### src/rtl/candle_flicker_driver.sv
// candle_flicker_driver: turns each lit candle bit into a flickering PWM LED drive.
// Build macro CANDLE_FADE_EN adds IGNITE/FADE brightness ramps; without it channels snap OFF<->BURN.
//
// state  | meaning
// -------+---------------------------------------------------------------
// OFF    | candle dark, duty held at 0
// IGNITE | ramping duty up by RAMP_STEP per tick (CANDLE_FADE_EN only)
// BURN   | duty = 255 - (random byte & FLICKER_MASK), refreshed every tick
// FADE   | ramping duty down by RAMP_STEP per tick (CANDLE_FADE_EN only)
module candle_flicker_driver #(
    parameter int unsigned UPDATE_DIV   = 390625,
    parameter int unsigned RAMP_STEP    = 8,
    parameter logic [7:0]  FLICKER_MASK = 8'h3F,
    parameter logic [15:0] LFSR_SEED    = 16'hACE1
) (
    input  logic       sys_clk,
    input  logic       rst,
    input  logic [7:0] candle_state,
    output logic [7:0] led,
    output logic [7:0] active_mask
);

    if (UPDATE_DIV < 2 || UPDATE_DIV > 2**24) begin : g_bad_div
        $error("candle_flicker_driver: UPDATE_DIV out of range");
    end
    if (RAMP_STEP < 1 || RAMP_STEP > 255) begin : g_bad_step
        $error("candle_flicker_driver: RAMP_STEP out of range");
    end
    if (LFSR_SEED == 16'h0000) begin : g_bad_seed
        $error("candle_flicker_driver: LFSR_SEED must be nonzero");
    end

`ifdef CANDLE_FADE_EN
    typedef enum logic [1:0] {
        ST_OFF    = 2'd0,
        ST_IGNITE = 2'd1,
        ST_BURN   = 2'd2,
        ST_FADE   = 2'd3
    } ch_state_t;
`else
    typedef enum logic {
        ST_OFF  = 1'b0,
        ST_BURN = 1'b1
    } ch_state_t;
`endif

    localparam logic [23:0] DIV_LAST = 24'(UPDATE_DIV - 1);

    function automatic logic [7:0] rot_low(input logic [15:0] x, input int unsigned k);
        return 8'((x << k) | (x >> (16 - k)));
    endfunction

    logic [7:0]  state_q;
    logic [7:0]  pwm_cnt;
    logic [23:0] div_cnt;
    logic [15:0] lfsr;
    logic [15:0] lfsr_nxt;
    logic        tick;

    ch_state_t   ch_st   [8];
    ch_state_t   ch_st_d [8];
    logic [7:0]  duty    [8];
    logic [7:0]  duty_d  [8];
    logic [7:0]  flick   [8];

    assign tick     = (div_cnt == DIV_LAST);
    assign lfsr_nxt = lfsr[0] ? ({1'b0, lfsr[15:1]} ^ 16'hB400) : {1'b0, lfsr[15:1]};

    // Each channel sees the same LFSR, rotated so neighbours flicker differently.
    for (genvar i = 0; i < 8; i++) begin : g_flick
        assign flick[i] = 8'hFF - (rot_low(lfsr, 2 * i) & FLICKER_MASK);
    end

`ifdef CANDLE_FADE_EN
    localparam logic [7:0] STEP8 = 8'(RAMP_STEP);

    logic [7:0] ramp_up [8];
    logic [7:0] ramp_dn [8];

    for (genvar i = 0; i < 8; i++) begin : g_ramp
        logic [8:0] sum;
        assign sum        = {1'b0, duty[i]} + {1'b0, STEP8};
        assign ramp_up[i] = sum[8] ? 8'hFF : sum[7:0];
        assign ramp_dn[i] = (duty[i] > STEP8) ? (duty[i] - STEP8) : 8'h00;
    end
`endif

    always_comb begin
        for (int i = 0; i < 8; i++) begin
            ch_st_d[i] = ch_st[i];
            duty_d[i]  = duty[i];
            if (tick) begin
`ifdef CANDLE_FADE_EN
                case (ch_st[i])
                    ST_OFF: begin
                        if (state_q[i]) ch_st_d[i] = ST_IGNITE;
                    end
                    ST_IGNITE: begin
                        if (!state_q[i]) begin
                            ch_st_d[i] = ST_FADE;
                        end else begin
                            duty_d[i] = ramp_up[i];
                            if (ramp_up[i] == 8'hFF) ch_st_d[i] = ST_BURN;
                        end
                    end
                    ST_BURN: begin
                        if (!state_q[i]) ch_st_d[i] = ST_FADE;
                        else             duty_d[i]  = flick[i];
                    end
                    ST_FADE: begin
                        if (state_q[i]) begin
                            ch_st_d[i] = ST_IGNITE;
                        end else begin
                            duty_d[i] = ramp_dn[i];
                            if (ramp_dn[i] == 8'h00) ch_st_d[i] = ST_OFF;
                        end
                    end
                    default: begin
                        ch_st_d[i] = ST_OFF;
                        duty_d[i]  = 8'h00;
                    end
                endcase
`else
                case (ch_st[i])
                    ST_OFF: begin
                        if (state_q[i]) begin
                            ch_st_d[i] = ST_BURN;
                            duty_d[i]  = flick[i];
                        end
                    end
                    ST_BURN: begin
                        if (!state_q[i]) begin
                            ch_st_d[i] = ST_OFF;
                            duty_d[i]  = 8'h00;
                        end else begin
                            duty_d[i]  = flick[i];
                        end
                    end
                    default: begin
                        ch_st_d[i] = ST_OFF;
                        duty_d[i]  = 8'h00;
                    end
                endcase
`endif
            end
        end
    end

    always_ff @(posedge sys_clk) begin
        if (rst) begin
            state_q     <= '0;
            pwm_cnt     <= '0;
            div_cnt     <= '0;
            lfsr        <= LFSR_SEED;
            led         <= '0;
            active_mask <= '0;
            for (int i = 0; i < 8; i++) begin
                ch_st[i] <= ST_OFF;
                duty[i]  <= '0;
            end
        end else begin
            state_q <= candle_state;
            pwm_cnt <= pwm_cnt + 8'd1;
            div_cnt <= tick ? 24'd0 : div_cnt + 24'd1;
            if (tick) lfsr <= lfsr_nxt;
            for (int i = 0; i < 8; i++) begin
                ch_st[i]       <= ch_st_d[i];
                duty[i]        <= duty_d[i];
                led[i]         <= (pwm_cnt < duty[i]);
                active_mask[i] <= (ch_st_d[i] != ST_OFF);
            end
        end
    end

endmodule

### config.mk
export PLATFORM = sky130hd
export DESIGN_NAME = candle_flicker_driver
export DESIGN_NICKNAME = d
export VERILOG_FILES = /design/src/rtl/candle_flicker_driver.sv
export SDC_FILE = /design/constraint.sdc
export NUM_CORES = 1
export LEC_CHECK = 0
export BUFFER_PORTS_ARGS = -buffer_cell sky130_fd_sc_hd__buf_2
export CORE_ASPECT_RATIO = 2
export CORE_UTILIZATION = 69
export CTS_BUF_LIST = sky130_fd_sc_hd__clkbuf_4
export DETAILED_ROUTE_END_ITERATION = 12
export MAX_ROUTING_LAYER = met4
export PLACE_DENSITY = 0.88
export SYNTH_ARGS = -nofsm -noshare
export SYNTH_HDL_FRONTEND = slang
export SYNTH_SLANG_ARGS = --single-unit
### constraint.sdc
create_clock -name sys_clk -period 3 [get_ports sys_clk]
set_input_delay 0.3 -clock sys_clk [delete_from_list [all_inputs] [get_ports sys_clk]]
set_output_delay 0.3 -clock sys_clk [all_outputs]
set_load 0.05 [all_outputs]
-- Word level (Yosys, flattened, before mapping)
Memories as Yosys holds them, arrays and structs flattened.
Index checks and enable logic that the tools add are counted.
- RAM bits: 72
- output and inout port bits: 16
- input port bits: 10
- word-level logic and storage cells: 128
- register bits: 72
- memories: 2
- memory list (memory ; depth ; width ; read ports ; clocked after Yosys merged registers in ; write ports ; line ; text):
    duty ; 8 ; 8 ; 8 ; 0 ; 8 ; 62 ; logic [7:0] duty [8];
    ch_st ; 8 ; 1 ; 8 ; 0 ; 8 ; 60 ; ch_state_t ch_st [8];
- order comparisons: 8
- reductions and logical operators: 1
- eq/ne operators: 1
- bitwise gates (word level): 32
- multiplexer cells: 68
- add/subtract/negate cells: 10
- operators with widths (kind ; number):
    2-to-1 mux 8 bit ; 32
    one-hot mux 8 bit (2 select lines) ; 8
    less-than comparator 8 bit ; 8
    subtractor 1 x 7 -> 8 bit (first input constant) ; 8
    OR 1 x 6 -> 6 bit (first input constant) ; 5
    2-to-1 mux 1 bit ; 27
    adder 24 x 1 -> 24 bit (second input constant) ; 1
    equality test 24 x 19 -> 1 bit (second input constant) ; 1
    2-to-1 mux 16 bit ; 1
    OR 1 bit ; 16
    adder 8 x 1 -> 8 bit (second input constant) ; 1
    NOT 1 bit ; 8
    OR 6 x 2 -> 6 bit ; 1
    OR 6 x 4 -> 6 bit ; 1
    NOT 3 -> 4 bit ; 1
    OR reduction 2 bit ; 1

-- Logic depth before layout (Yosys ltp)
- depth in word-level cells: 6
- mapped depth: 9
- depth with buffers taken out: 6

-- Least setup slack after synthesis
OpenSTA, ideal clock, no wires.
- kind: register -> register
- from: register div_cnt[0]
- to: register div_cnt[18]
- setup time: 0.070 ns
- path buffers: 1
- data required time: 2.930 ns
- period minus slack after synthesis: 1.832 ns
- stages on the path, launching flop included: 7
- path slack: 1.168 ns
- arrival time: 1.762 ns
- cell sequence: dfxtp_1 > ha_1 > nand4_2 > or4_1 > buf_2 > or3_1 > a21oi_1
- word-level cells in the longest chain between the ends: 2
- elaborated cells on any way between the ends: 3
- classes of those cells: 1 x add/sub; 1 x eq/ne; 1 x reduce/logical
- ends and longest elaborated chain (what ; line ; text):
    from (decl) ; 55 ; logic [23:0] div_cnt;
    from (signal assigned) ; 164 ; div_cnt <= tick ? 24'd0 : div_cnt + 24'd1;
    branches (longest 2 deep; another with adder 24 x 1 -> 24 bit) ; -- ;
Parallel ways; which one is timed is not known.
A chain may end at the register's enable or synchronous reset.

==> results.ini <==
[setup_path]
startpoint_type=flip-flop
worst_path_max_delay_cell=sky130_fd_sc_hd__nor2_4
worst_path_cell_trace=nand4_1 -> nor2_4 -> nand3_1 -> o32ai_1
path_max_fanout=29
cp.buffers_inverters=0
slowest_cell_delay_on_critical_path_ns=0.60
path_class=reg -> reg
crit_arrival_ns=2.59
cp-end-kind=flip-flop
path_delay_family=simple AND/OR/NAND/NOR gates
critical_path_required_ns=3.45

[cells_and_area]
flow.area_growth_from_synthesis_pct=8.14
layout-drive-gt1-share=0.119
num-nets-final=805
final_cell_mix=128 x sky130_fd_sc_hd__dfxtp_1, 78 x sky130_fd_sc_hd__a21oi_1, 59 x sky130_fd_sc_hd__ha_1
antennaDiodeCount=0
layout_commonest_cell=sky130_fd_sc_hd__dfxtp_1
filler_cell_count=596

[clock_tree]
clock_latency_ns=0.54
clock_root_buffer=sky130_fd_sc_hd__clkbuf_4
cts.reportedPaths.clkPinSlew_ns=0.10
tritoncts_clock_tree=yes
post-cts-setup-buffers=0
cts_repair_resize_count=0
count_of_h_tree_levels_built_during_cts=4
tritoncts.num_buffers=17
ctsLongestPathBuffers=2
clock-sinks=128

[worst_hold_path]
worst_hold_path_type=in -> reg

[synthesis]
synthDominantCellAreaShare=0.398
synth-warning-count=0
yosys_most_used_dff=sky130_fd_sc_hd__dfxtp_1
syn-cell-area_mm2=0.00644
async_flop_share=0
synthesis.nets=797
postSynthRegisterBits=128
largest_area_contributor_in_the_synthesized_netlist=sky130_fd_sc_hd__dfxtp_1
syn_area_per_cell_um2=8.85
synth-seq-area-share=0.398
number_of_enable_type_register_cells_in_the_synthesized_netlist=0
netlist_instances=728
synth.top_cells.by_area=sky130_fd_sc_hd__dfxtp_1 40%, sky130_fd_sc_hd__ha_1 11%, sky130_fd_sc_hd__a21oi_1 6.1%, sky130_fd_sc_hd__o31ai_1 5.6%, sky130_fd_sc_hd__nand4b_1 4.9%
synth_cell_types=41

[floorplan]
die_height_um=139
fp.dieArea_mm2=0.00975
start_util=0.715
num_rows=49
boundaryPins=26
placeableCoreArea_mm2=0.00901
die_width_um=70.3

[global_routing]
grt_overflow=0
grt_start_max_net_pins=61
grt.total_usage=0.335
first_global_vias=5371
grt_pass1_wl_mm=25.1
grt_antenna_before_repair=0

[placement]
hpwlAfterDp_mm=10.6
gp_routability_congestion=0.846
port_buffer_cells=25

[sta]
min_period_over_period=0.715
fmaxAchievable_mhz=466
period_minus_slack_ns=2.15
rsz0062_at_grt=no
finalClockSkew_ns=0.0103
max-slew-margin-rel=0.502
tns_ns=0
tightest_slew_ns=0.746
final_hold_viol_count=0
final-setup-viol-count=0
finalMaxSlewViolations=0

[power]
report.power.total_mw=3.23
clock_power_frac=0.397
power.internal_mw=2.46
vdd_drop_max_mv=0.367
power.share.combinational=0.060
power_per_standard_cell_area_mw_per_mm2=464
leakagePower_nw=2.48
netSwitchingFraction=0.239
net-switching-power_mw=0.773
p_seq_frac=0.543

[route]
dr.first_iter.drc_count=433
detailed_route_wire_length_per_cell_um=18.3
top_metal_used=met4
wl_mm=15.6
antenna_left=0
met1Wirelength_mm=5.58
drcViolationCount=0
viasPerCell=6.57
routed_vias=5589
wl_met3_um=783
wl_met2_mm=8.47
first_pass_iters=7

[run_status]
status=completed

[flow_run]
max-cap-violations=0

[metal layers]
metal  global-route usage  up-vias
met2                0.594      204
met1                0.333     2646
met3               0.0705       71
met4                0.181        0
met5                    -        -
li1                     -     2668
[kinds of logic after synthesis]
kind of cell / Yosys count / share of synthesized area
AOI/OAI and AO/OA: 210 / 0.207
xor gates and xnor gates: 21 / 0.0286
adders and majority gates: 59 / 0.115
buffers and inverters: 108 / 0.0670
DFF: 128 / 0.398
and+or+nand+nor: 202 / 0.185
[power groups by stage]
stage	Sequential [mW]	Combinational [mW]	Clock (mW)
floorplan	1.81	0.111	0
global placement	1.79	0.178	0
detailed placement	1.79	0.184	0
CTS	1.75	0.193	1.30
global route	1.76	0.210	1.37
finish	1.76	0.194	1.28
[timing repair]
action | in CTS | in global routing
endpoints found under the hold margin | 8 | 0
endpoints found under the setup margin | 0 | 0
hold buffers | 8 | 0
[worst register-to-register path: cells and delay by family (launching register included)]
kind | cells | cell delay, ns
AO/OA/AOI/OAI | 1 | 0.32
AND/OR/NAND/NOR | 3 | 1.32
flip-flops | 1 | 0.43
[cells in the mapped netlist, types with 9 or more instances]
master / number
sky130_fd_sc_hd__or2_2: 12
sky130_fd_sc_hd__inv_1: 54
sky130_fd_sc_hd__o21ai_0: 28
sky130_fd_sc_hd__nor2_1: 38
sky130_fd_sc_hd__nand2b_1: 9
sky130_fd_sc_hd__xnor2_1: 10
sky130_fd_sc_hd__nand2_1: 20
sky130_fd_sc_hd__nand3_1: 38
sky130_fd_sc_hd__buf_2: 17
sky130_fd_sc_hd__xor2_1: 11
sky130_fd_sc_hd__nand4b_1: 36
sky130_fd_sc_hd__a21oi_1: 78
sky130_fd_sc_hd__clkbuf_1: 32
sky130_fd_sc_hd__ha_1: 59
sky130_fd_sc_hd__o31ai_1: 48
sky130_fd_sc_hd__o32ai_1: 12
sky130_fd_sc_hd__dfxtp_1: 128
sky130_fd_sc_hd__nor2b_1: 9
[through the flow]
stage	instances	util	instance area, µm²	hold WS [ns]	worst slack [ns]
2_1_floorplan	728	-	6440	0.425	1.17
3_3_place_gp	811	0.729	6570	0.441	0.976
3_5_place_dp	811	0.729	6570	0.444	0.894
4_1_cts	851	0.773	6970	0.247	0.880
5_1_grt	851	0.773	6970	0.280	0.587
6_report	851	0.773	6970	0.282	0.854
[sequential cells by signal, summed over array words and instances, names as in the netlist]
name,flops
duty,56
div_cnt,24
lfsr,16
led,8
pwm_cnt,8
state_q,8
active_mask,7
ch_st,1
[area by class of cell]
cell class                 instances  area, µm²  area share
timing repair buffer              43        305      0.0438
multi-input combinational        492       3460       0.496
tap                              102        128      0.0183
sequential                       128       2560       0.368
inverter                          54        203      0.0291
clock inverter                    13        169      0.0243
clock buffer                      19        143      0.0205
[final timing paths]
check	startpoint	to	slack [ns]	depth (start not counted)
max	div_cnt[12]	duty[0][57]	0.85	4
min	rst	pwm_cnt[6]	0.28	2
max reg2reg	div_cnt[12]	duty[0][57]	0.85	4
min reg2reg	div_cnt[0]	div_cnt[0]	0.47	1
Note: power is estimated with default switching activity, not from simulation.
